File: config.mk
export PLATFORM = sky130hd
export DESIGN_NAME = md_issue_ctrl
export DESIGN_NICKNAME = d
export VERILOG_FILES = /design/src/rtl/md_pkg.sv /design/src/rtl/md_shadow_cnt.sv /design/src/rtl/md_issue_ctrl.sv
export SDC_FILE = /design/constraint.sdc
export NUM_CORES = 1
export LEC_CHECK = 0
export CORE_MARGIN = 2
export CORE_UTILIZATION = 25
export DETAILED_ROUTE_END_ITERATION = 10
export HOLD_SLACK_MARGIN = 0.15
export PLACE_DENSITY = 0.88
export SLEW_MARGIN = 10
export SYNTH_ARGS = -nofsm -noshare
export SYNTH_HDL_FRONTEND = slang
export SYNTH_HIERARCHICAL = 1
export SYNTH_SLANG_ARGS = --single-unit
File: constraint.sdc
create_clock -name clk -period 4.11 [get_ports clk]
set_clock_uncertainty 0.2 [all_clocks]
set_input_delay 1.233 -clock clk [delete_from_list [all_inputs] [get_ports clk]]
set_output_delay 1.233 -clock clk [all_outputs]
set_load 0.005 [all_outputs]
File: src/rtl/md_pkg.sv
// rtl/md_pkg.sv - MD handshake opcodes, debug state codes and default latencies
package md_pkg;

  localparam logic [2:0] MDOP_MULT  = 3'b000;
  localparam logic [2:0] MDOP_MULTU = 3'b001;
  localparam logic [2:0] MDOP_DIV   = 3'b010;
  localparam logic [2:0] MDOP_DIVU  = 3'b011;
  localparam logic [2:0] MDOP_MTHI  = 3'b100;
  localparam logic [2:0] MDOP_MTLO  = 3'b101;
  localparam logic [2:0] MDOP_IDLE  = 3'b110;

  localparam int MULT_CYCLES_DEF = 5;
  localparam int DIV_CYCLES_DEF  = 10;

  typedef enum logic [1:0] {
    MD_ST_IDLE     = 2'b00,
    MD_ST_MUL_WAIT = 2'b01,
    MD_ST_DIV_WAIT = 2'b10
  } md_state_e;

  // Ops 000..011 start a timed operation; 100/101 are immediate HI/LO writes.
  function automatic logic is_start_op(input logic [2:0] op);
    return (op[2] == 1'b0);
  endfunction

endpackage

File: src/rtl/md_shadow_cnt.sv
// rtl/md_shadow_cnt.sv - shadow Busy countdown and sticky Busy-mismatch flag
module md_shadow_cnt #(
  parameter int CW = 4
) (
  input  logic          clk,
  input  logic          reset,
  input  logic          i_load,
  input  logic [CW-1:0] i_load_val,
  input  logic          i_exp_busy,
  input  logic          i_md_busy,
  output logic          o_last,
  output logic          o_proto_err
);

  logic [CW-1:0] r_cnt;
  logic          r_proto_err;

  always_ff @(posedge clk) begin
    if (reset) begin
      r_cnt       <= '0;
      r_proto_err <= 1'b0;
    end else begin
      if (i_load) begin
        r_cnt <= i_load_val;
      end else if (r_cnt != '0) begin
        r_cnt <= r_cnt - CW'(1);
      end
      r_proto_err <= r_proto_err | (i_md_busy ^ i_exp_busy);
    end
  end

  assign o_last      = (r_cnt == CW'(1));
  assign o_proto_err = r_proto_err;

endmodule

File: src/rtl/md_issue_ctrl.sv
// rtl/md_issue_ctrl.sv - E-stage initiator for the MD unit Start/MDOp/Busy handshake
module md_issue_ctrl
  import md_pkg::*;
#(
  parameter int MULT_CYCLES = MULT_CYCLES_DEF,
  parameter int DIV_CYCLES  = DIV_CYCLES_DEF
) (
  input  logic        clk,
  input  logic        reset,
  input  logic        d_md_cls,
  input  logic        e_md_vld,
  input  logic [2:0]  e_md_op,
  input  logic [31:0] e_srca,
  input  logic [31:0] e_srcb,
  input  logic        e_cancel,
  input  logic        md_busy,
  output logic        md_start,
  output logic [2:0]  md_op,
  output logic [31:0] md_srca,
  output logic [31:0] md_srcb,
  output logic        stall_d,
  output logic [1:0]  md_state,
  output logic        proto_err
);

  localparam int MAXC = (MULT_CYCLES > DIV_CYCLES) ? MULT_CYCLES : DIV_CYCLES;
  localparam int CW   = $clog2(MAXC + 1);

  md_state_e     r_state;
  md_state_e     w_state_nxt;
  logic          w_iss;
  logic          w_exp_busy;
  logic          w_last;
  logic          w_load;
  logic [CW-1:0] w_load_val;

  // Gating by IDLE keeps an mthi/mtlo away from a busy unit even if stall_d were bypassed.
  assign w_iss      = e_md_vld & ~e_cancel & (r_state == MD_ST_IDLE);
  assign w_exp_busy = (r_state != MD_ST_IDLE);

  always_ff @(posedge clk) begin
    if (reset) begin
      r_state <= MD_ST_IDLE;
    end else begin
      r_state <= w_state_nxt;
    end
  end

  always_comb begin
    md_start    = 1'b0;
    md_op       = MDOP_IDLE;
    w_state_nxt = r_state;
    w_load      = 1'b0;
    w_load_val  = '0;
    case (r_state)
      MD_ST_IDLE: begin
        if (w_iss) begin
          if (is_start_op(e_md_op)) begin
            md_start = 1'b1;
            md_op    = e_md_op;
            w_load   = 1'b1;
            if (e_md_op[1]) begin
              w_state_nxt = MD_ST_DIV_WAIT;
              w_load_val  = CW'(DIV_CYCLES);
            end else begin
              w_state_nxt = MD_ST_MUL_WAIT;
              w_load_val  = CW'(MULT_CYCLES);
            end
          end else if ((e_md_op == MDOP_MTHI) || (e_md_op == MDOP_MTLO)) begin
            md_op = e_md_op;
          end
        end
      end
      MD_ST_MUL_WAIT, MD_ST_DIV_WAIT: begin
        if (w_last) begin
          w_state_nxt = MD_ST_IDLE;
        end
      end
      default: w_state_nxt = MD_ST_IDLE;
    endcase
  end

  md_shadow_cnt #(
    .CW(CW)
  ) u_shadow_cnt (
    .clk        (clk),
    .reset      (reset),
    .i_load     (w_load),
    .i_load_val (w_load_val),
    .i_exp_busy (w_exp_busy),
    .i_md_busy  (md_busy),
    .o_last     (w_last),
    .o_proto_err(proto_err)
  );

  // Start-cycle term covers the edge before the unit raises Busy.
  assign stall_d  = d_md_cls & (md_start | w_exp_busy | md_busy);
  assign md_srca  = e_srca;
  assign md_srcb  = e_srcb;
  assign md_state = r_state;

endmodule

==> run summary, run 1 <==
Outcome = finished clean
Largest net degree at the start of global routing = 11
FMAX = 248 MHz
Post-DRT Antenna Nets = 0
Nets@finish = 154
# H-tree levels = 1
1st-iter DRT viols = 19
First-pass GRT wire length = 2520 um
RR Endpoint = u_shadow_cnt/r_cnt[3]
Worst relative slew slack = 78.7%
Initial Util = 26.0%
Sw frac = 31.3%
I/O pins = 145
Critical path's slowest cell = clkdlybuf4s50_1
TritonCTS buffer count = 3
Final WL = 1650 um
Clock-pin slew on the worst setup and hold paths = 40 ps
Total congestion overflow = 0
WHS Endpoint = u_shadow_cnt/o_proto_err
Layout Cells excl Fill = 124
Hold depth = 2
Antenna Cells = 0
Clk Latency, worst-skew pair = 230 ps
Worst path max stage delay = 510 ps
Tot GR Track Use = 8.02%
CP bufs+invs = 3
Routed WL per cell = 13.3 um
Cells after Synth = 118
Worst slack at placement = 18.9 ps
Via count = 513
Most common cell after layout, fill and taps aside = clkdlybuf4s50_1
Critical path endpoint category = primary output
Power Dens Cells = 498 mW/mm2
Reg-to-reg startpoint = md_state[0]
Row count = 22
Final Slew Violations = 0
Worst EP arrival = 2600 ps
Worst IR Drop VDD = 0.0000910 V
IO buf count = 16
Static leakage = 0.285 nW
Synth unique cells = 23
Post-synth EDFFs = 0
R2r setup slk = 2240 ps
CP Cell Sequence = clkdlybuf4s50_1, and4bb_2, inv_1, clkdlybuf4s50_1
Asr flop ratio synth = 0%
GPL Wtd Cong = 0.726
Worst-case reg-to-reg path depth = 6
Pre-Repair DR Iteration Count = 4
Post-layout min period = 4040 ps
Hpwl dp = 1330 um
Antenna violations before repair = 0
Vias in the first global route = 546
Clock tree root driver cell = clkbuf_8
Fin Setup TNS = 0 ps
Largest delay contributor family on the critical path = buffers and inverters
Die Y = 65.5 um
Net Switching = 0.118 mW
Post-Syn Area = 945 um2
Synthesized flop and latch total = 7
Largest fanout on the critical path = 3
Final setup viols = 0
Crit start category = primary input
Worst hold margin = 282 ps
Fill cells = 410
Sequential power share = 29.0%
Unrepaired setup endpoints after global routing = no
Post-synth net total = 195
WP data required = 2680 ps
Vias/cell = 4.14
CTS max path bufs = 2
Share of total power in the clock network = 25.5%
Crit Path Category = primary input to primary output
Placed Instance Area = 699 um2
TritonCTS clock tree = yes
DIE AREA = 0.00429 mm2
Sequential area share after synthesis = 14.8%
Final Cell Area = 754 um2
Min-Delay Path Class = flop to flop
Clock Sink Count = 7
Post-CTS Resized = 0
Worst-Margin Slew = 319 ps
Die X = 65.5 um
Synthesized area per cell = 8.01 um2
Tcrit/Tclk final = 98.2%
Hold Path Origin = u_shadow_cnt/o_proto_err
Post-CTS Hold Fix Bufs = 0
Layout cell share with drive strength beyond 1 = 17.1%
Internal = 0.258 mW
Final hold violation count = 0
Main synth FF type = dfxtp_1
Placed insts = 120
Most Frequent Cell on Critical Path = clkdlybuf4s50_1
Drc violations = 0
Setup ws final = 74.3 ps
Postcts setup bufs = 0
Synth Warn # = 6
Area added between synthesis and finish = -20.1%
MaxCap Viol Count = 0
Most frequent cells in the layout = 14 x clkdlybuf4s50_1, 7 x nand2_1, 7 x dfxtp_1, 6 x inv_1
Core area = 0.00363 mm2
Comb power frac = 45.5%
[how the worst max path moves through the flow]
stage	from	endpoint	cells past startpoint
4_1_cts	e_md_op[2]	stall_d	4
2_1_floorplan	e_cancel	md_op[2]	2
3_3_place_gp	e_md_vld	stall_d	4
6_report	e_cancel	md_op[2]	4
3_5_place_dp	e_md_op[2]	stall_d	4
5_1_grt	e_cancel	md_op[2]	4
[cell usage after synthesis, drive strengths merged, types with 2 or more instances]
| master | count | area, um2 |
|---|---|---|
| dfxtp | 7 | 140 |
| nand2b | 2 | 12.5 |
| o32ai | 3 | 26.3 |
| xnor2 | 3 | 26.3 |
| o22ai | 2 | 12.5 |
| nor2 | 4 | 15.0 |
| buf | 64 | 480 |
| nor3b | 3 | 33.8 |
| inv | 6 | 22.5 |
| or2 | 3 | 18.8 |
| nand2 | 7 | 26.3 |
| ha | 4 | 50.1 |
[state kept, by name, indices dropped and copies added (netlist names)]
register and cells:
md_state 2, u_shadow_cnt/r_cnt 4, u_shadow_cnt/o_proto_err 1
[routing by layer]
| metal | wire, um | track usage [%] | part of all wire [%] | up-vias |
|---|---|---|---|---|
| li1 | - | - | - | 231 |
| met1 | 545 | 6.58 | 33 | 212 |
| met2 | 709 | 10.7 | 43 | 44 |
| met3 | 263 | 5.65 | 16 | 26 |
| met4 | 136 | 11.2 | 8.2 | 0 |
| met5 | 0 | 0 | 0 | - |
[metrics by stage]
stage          total power, mW  util (%)
6_report                 0.376      20.8
5_1_grt                  0.406      20.8
4_1_cts                  0.383      20.5
3_5_place_dp             0.282      19.2
3_3_place_gp             0.277      19.2
2_1_floorplan            0.290         -
[cell type report]
cell class | count | area, um2 | area share [%]
flip-flops and latches | 7 | 140 | 18.6
inverters | 6 | 22.5 | 2.99
well taps | 48 | 60.1 | 7.96
multi-input cells | 41 | 307 | 40.6
clock buffers | 4 | 45.0 | 5.97
repair buffers | 18 | 180 | 23.9
[power by group through the flow]
stage / clock [mW] / sequential (mW) / combinational (mW)
after global placement: 0 / 0.108 / 0.168
final: 0.0958 / 0.109 / 0.171
after CTS: 0.0996 / 0.110 / 0.174
after global routing: 0.102 / 0.112 / 0.192
after detailed placement: 0 / 0.110 / 0.171
after floorplan: 0 / 0.106 / 0.184
[tightest hold or removal path: cells and delay by family (launching register included)]
family,cells,cell delay [ps]
flops,1,320
simple gates,2,120
[cells by family (layout without fill, tap and decap cells)]
group                      count (synthesis)  after routing  synth area share (%)
AOI/OAI and AO/OA                          8              8                  6.49
xor gates and xnor gates                   4              4                  3.71
adders and majority gates                  4              4                  5.30
buffers and inverters                     70             28                  53.2
DFF                                        7              7                  14.8
muxes                                      1              1                  1.19
and+or+nand+nor                           24             24                  15.2
No activity file was read; power rests on OpenSTA's default activity.
==> run 2: changes to the inputs <==
--- a/config.mk
+++ b/config.mk
@@ -10,6 +10,7 @@
 export DETAILED_ROUTE_END_ITERATION = 10
 export HOLD_SLACK_MARGIN = 0.15
 export PLACE_DENSITY = 0.88
+export RECOVER_POWER = 50
 export SLEW_MARGIN = 10
 export SYNTH_ARGS = -nofsm -noshare
 export SYNTH_HDL_FRONTEND = slang
==> run 2 against run 1 <==
  * Via count rose by 0.97%
  * Sequential power barely moved
  * Maximum frequency rose by 0.12%
  * Largest cell class unchanged
==> run summary, run 2 (same netlist as run 1, synthesis figures left out) <==
# H-tree levels = 1
Seq. cell area = 140 um2
Reg-to-reg startpoint = md_state[0]
DIE AREA = 0.00429 mm2
Net Switching = 0.119 mW
Most common cell after layout, fill and taps aside = clkdlybuf4s50_1
Worst-Margin Slew = 310 ps
Worst IR Drop VDD = 0.0000910 V
I/O pins = 145
Most flops, register = u_shadow_cnt/r_cnt
Multi-input gate area in the final layout = 307 um2
Routed WL per cell = 13.5 um
Antenna Cells = 0
CTS max path bufs = 2
Final hold violation count = 0
MaxCap Viol Count = 0
Initial Util = 26.0%
TritonCTS clock tree = yes
Tot GR Track Use = 8.02%
Antenna violations before repair = 0
GPL Wtd Cong = 0.726
Critical path endpoint category = primary output
Power Dens Cells = 501 mW/mm2
Final WL = 1670 um
Final setup viols = 0
Met3 usage = 5.65%
Pre-Repair DR Iteration Count = 4
Clock Sink Count = 7
Die X = 65.5 um
Gr busiest metal = met4
Die Y = 65.5 um
Min-Delay Path Class = flop to flop
Largest register FFs = 4
Setup crit start = e_cancel
Placed Instance Area = 699 um2
Worst EP arrival = 2600 ps
Sequential power share = 29.0%
Worst relative slew slack = 79.3%
Fill cells = 412
Grt met1 use = 6.58%
Layout Cells excl Fill = 124
Outcome = finished clean
Hold Path Origin = u_shadow_cnt/o_proto_err
Share of total power in the clock network = 25.9%
1st-iter DRT viols = 19
Tcrit/Tclk final = 98.1%
TritonCTS buffer count = 3
Unrepaired setup endpoints after global routing = no
Post-DRT Antenna Nets = 0
Row count = 22
Vias in the first global route = 546
Nets@finish = 154
Worst slack at placement = 18.9 ps
Post-layout min period = 4030 ps
Placed insts = 120
Internal = 0.257 mW
Largest fanout on the critical path = 3
WP data required = 2680 ps
Clock-pin slew on the worst setup and hold paths = 40 ps
Post-CTS Hold Fix Bufs = 0
Layout cell share with drive strength beyond 1 = 14.5%
Static leakage = 0.292 nW
Total power = 0.376 mW
Via count = 518
First-pass GRT wire length = 2520 um
Crit start category = primary input
Core area = 0.00363 mm2
Sw frac = 31.6%
Comb power frac = 45.1%
Largest net degree at the start of global routing = 11
Clk Latency, worst-skew pair = 230 ps
Most frequent cells in the layout = 10 x clkdlybuf4s50_1, 7 x nand2_1, 7 x dfxtp_1, 6 x inv_1
Final Slew Violations = 0
Vias/cell = 4.18
Total congestion overflow = 0
FMAX = 248 MHz
Hpwl dp = 1330 um
Crit Path Category = primary input to primary output
Worst hold margin = 276 ps
Area added between synthesis and finish = -20.5%
IO buf count = 16
Setup ws final = 79.2 ps
Final Cell Area = 751 um2
GR Util met2 = 10.7%
Clock tree root driver cell = clkbuf_8
Drc violations = 0
==> run 2: changes by cell type in the layout (fill, tap and decap cells not counted), sizes merged <==
cell,before,now
dlygate4sd3,0,4
clkdlybuf4s50,14,10
clkbuf,4,5
buf,2,1
==> run 2: what timing repair did <==
action	CTS	global route
endpoints found under the hold margin	0	0
setup buffers	0	0
resized for setup	0	3
endpoints found under the setup margin	0	1
==> run 2: final cells by class <==
type	instances	share of cell area, %
multi-input cells	41	40.8
well taps	48	8.00
inverters	6	3.00
flip-flops and latches	7	18.7
clock buffers	4	6.00
repair buffers	18	23.5
==> run 2: path summary, 6_finish.rpt <==
check	endpoint	slack [ps]	depth (start not counted)
max reg2reg	u_shadow_cnt/r_cnt[3]	2210	6
min reg2reg	u_shadow_cnt/o_proto_err	280	2
max	md_op[2]	80	4
min	u_shadow_cnt/o_proto_err	280	2
==> run 2: routing by layer <==
layer / wire length (um) / vias up / part of all wire, %
met5: 0 / - / 0
met1: 558 / 214 / 33
met4: 151 / 0 / 9.0
li1: - / 230 / -
met3: 265 / 32 / 16
met2: 693 / 42 / 42
==> run 2: through the flow <==
stage,util (%),setup TNS [ps]
global placement,19.2,-36.3
finish,20.7,0
global route,20.7,0
CTS,20.5,0
floorplan,-,0
detailed placement,19.2,0
==> run 2: power by group through the flow <==
stage	clock network [mW]	registers (mW)	logic (mW)
after global routing	0.102	0.112	0.191
after floorplan	0	0.106	0.184
after global placement	0	0.108	0.168
after CTS	0.0996	0.110	0.174
final	0.0974	0.109	0.170
after detailed placement	0	0.110	0.171
==> run 2: worst max-delay path, cell delays in order <==
cell,delay [ps]
clkdlybuf4s50_1,510
and4bb_1,260
inv_1,90
clkdlybuf4s50_1,510
==> run 3: changes to the inputs <==
==> constraint.sdc (replaced) <==
create_clock -name clk -period 4.11 [get_ports clk]
set_clock_uncertainty 0.2 [all_clocks]
set_input_delay 1.233 -clock clk [delete_from_list [all_inputs] [get_ports clk]]
set_output_delay 1.233 -clock clk [all_outputs]
set_load 0.02 [all_outputs]
==> run 3 against run 2 <==
  * Worst setup slack improved by 46 ps
  * Via count is 1.2% higher
  * Global-route usage increased by 0.71 points
  * Clock power is 2% higher
  * Critical path depth did not move
  * Count of clock-buffer cells in the layout unchanged
  * Cell area down 1.0%
  * First-iteration DRC count is 58% lower
  * Sequential share of layout area up 0.19 points
  * Power is 2.9% higher
  * Sequential cell count did not move
  * Highest routed layer unchanged
==> run summary, run 3 (same netlist as run 1, synthesis figures left out) <==
Routed WL per cell = 14.2 um
Final Util = 20.5%
Largest fanout on the critical path = 3
Internal = 0.258 mW
Post-layout min period = 3990 ps
Net Switching = 0.129 mW
CTS max path bufs = 2
Fill cells = 407
Final Slew Violations = 0
Die Y = 65.5 um
Final hold violation count = 0
Routed length on met1 = 573 um
Hpwl dp = 1400 um
TritonCTS clock tree = yes
Min-Delay Path Class = flop to flop
Die X = 65.5 um
Pre-Repair DR Iteration Count = 3
I/O pins = 145
Crit start category = primary input
Layout cell share with drive strength beyond 1 = 15.8%
Outcome = finished clean
Sw frac = 33.4%
Row count = 22
Final Cell Area = 743 um2
FMAX = 251 MHz
Total congestion overflow = 0
Setup ws final = 125 ps
Share of total power in the clock network = 25.6%
Highest Signal Layer = met4
1st-iter DRT viols = 8
Crit Path Category = primary input to primary output
Worst path max stage delay = 600 ps
WP data required = 2680 ps
Antenna Cells = 0
Core area = 0.00363 mm2
Multi-input gate area in the final layout = 307 um2
Drc violations = 0
IO buf count = 16
Clock tree root driver cell = clkbuf_8
Clk Latency, worst-skew pair = 230 ps
MaxCap Viol Count = 0
Static leakage = 0.300 nW
Worst-Margin Slew = 327 ps
Largest delay contributor family on the critical path = buffers and inverters
Worst slack at placement = -113 ps
Antenna violations before repair = 0
Clock-pin slew on the worst setup and hold paths = 40 ps
Tot GR Track Use = 8.73%
Seq. cell area = 140 um2
Largest register FFs = 4
Post-DRT Antenna Nets = 0
Comb power frac = 46.2%
Final setup viols = 0
Largest net degree at the start of global routing = 11
Post-CTS Hold Fix Bufs = 0
DIE AREA = 0.00429 mm2
Vias in the first global route = 548
Tcrit/Tclk final = 97.0%
Unrepaired setup endpoints after global routing = no
Critical path endpoint category = primary output
Via count = 524
Worst IR Drop VDD = 0.0000887 V
Critical path's slowest cell = dlygate4sd3_1
Area added between synthesis and finish = -21.3%
Placed Instance Area = 699 um2
Met2 wire length = 724 um
Initial Util = 26.0%
First-pass GRT wire length = 2710 um
Vias/cell = 4.23
Nets@finish = 154
WL met3 = 286 um
# H-tree levels = 1
Postcts setup bufs = 0
Power Dens Cells = 521 mW/mm2
Most frequent cells in the layout = 7 x nand2_1, 7 x dfxtp_1, 6 x inv_1, 6 x clkdlybuf4s50_1, 5 x dlygate4sd3_1
Worst relative slew slack = 78.1%
Most flops, register = u_shadow_cnt/r_cnt
Clock Sink Count = 7
Final WL = 1760 um
Sequential power share = 28.2%
GPL Wtd Cong = 0.681
CP Cell Sequence = dlygate4sd3_1, and4bb_2, inv_1, dlygate4sd2_1
CP bufs+invs = 3
Worst EP arrival = 2550 ps
TritonCTS buffer count = 3
-- run 3: through the flow --
stage / power (mW) / hold WS [ps] / TNS [ps] / instances
finish: 0.387 / 267 / 0 / 124
global route: 0.418 / 292 / 0 / 124
CTS: 0.396 / 279 / 0 / 124
detailed placement: 0.294 / 265 / -198 / 120
global placement: 0.282 / 256 / -226 / 120
floorplan: 0.335 / 353 / 0 / 118
-- run 3: timing repair --
item | in CTS | in global routing
resized for setup | 5 | 1
pin swaps | 0 | 0
setup endpoints to repair | 4 | 1
-- run 3: cell type report --
| class | instances | share of cell area [%] |
|---|---|---|
| clock buffers | 4 | 6.06 |
| inverters | 6 | 3.03 |
| multi-input cells | 41 | 41.2 |
| flip-flops and latches | 7 | 18.9 |
| well taps | 48 | 8.08 |
| repair buffers | 18 | 22.7 |
-- run 3: power groups by stage --
stage / combinational [mW] / clock (mW) / sequential (mW)
after global routing: 0.199 / 0.107 / 0.111
after CTS: 0.184 / 0.103 / 0.110
final: 0.179 / 0.0992 / 0.109
after floorplan: 0.227 / 0 / 0.108
after detailed placement: 0.183 / 0 / 0.111
after global placement: 0.174 / 0 / 0.108
-- run 3: worst reg2reg max path, cell delays in order (launching register included) --
cell and delay, ps:
dfxtp_1 330, inv_1 60, ha_1 210, and4bb_2 260, clkbuf_1 180, or2_2 350
o32ai_1 220
-- run 3: metal layers --
layer  vias up  GRT usage (%)
li1        227              -
met1       221           7.18
met2        46           11.6
met3        30           5.82
met4         0           12.8
met5         -              0
-- run 3: worst paths after layout --
kind | startpoint | end | slack (ps) | cells past startpoint
setup reg to reg | md_state[1] | u_shadow_cnt/r_cnt[3] | 2210 | 6
setup / recovery | e_md_op[2] | md_op[2] | 120 | 4
hold / removal | u_shadow_cnt/o_proto_err | u_shadow_cnt/o_proto_err | 270 | 2
hold reg to reg | u_shadow_cnt/o_proto_err | u_shadow_cnt/o_proto_err | 270 | 2
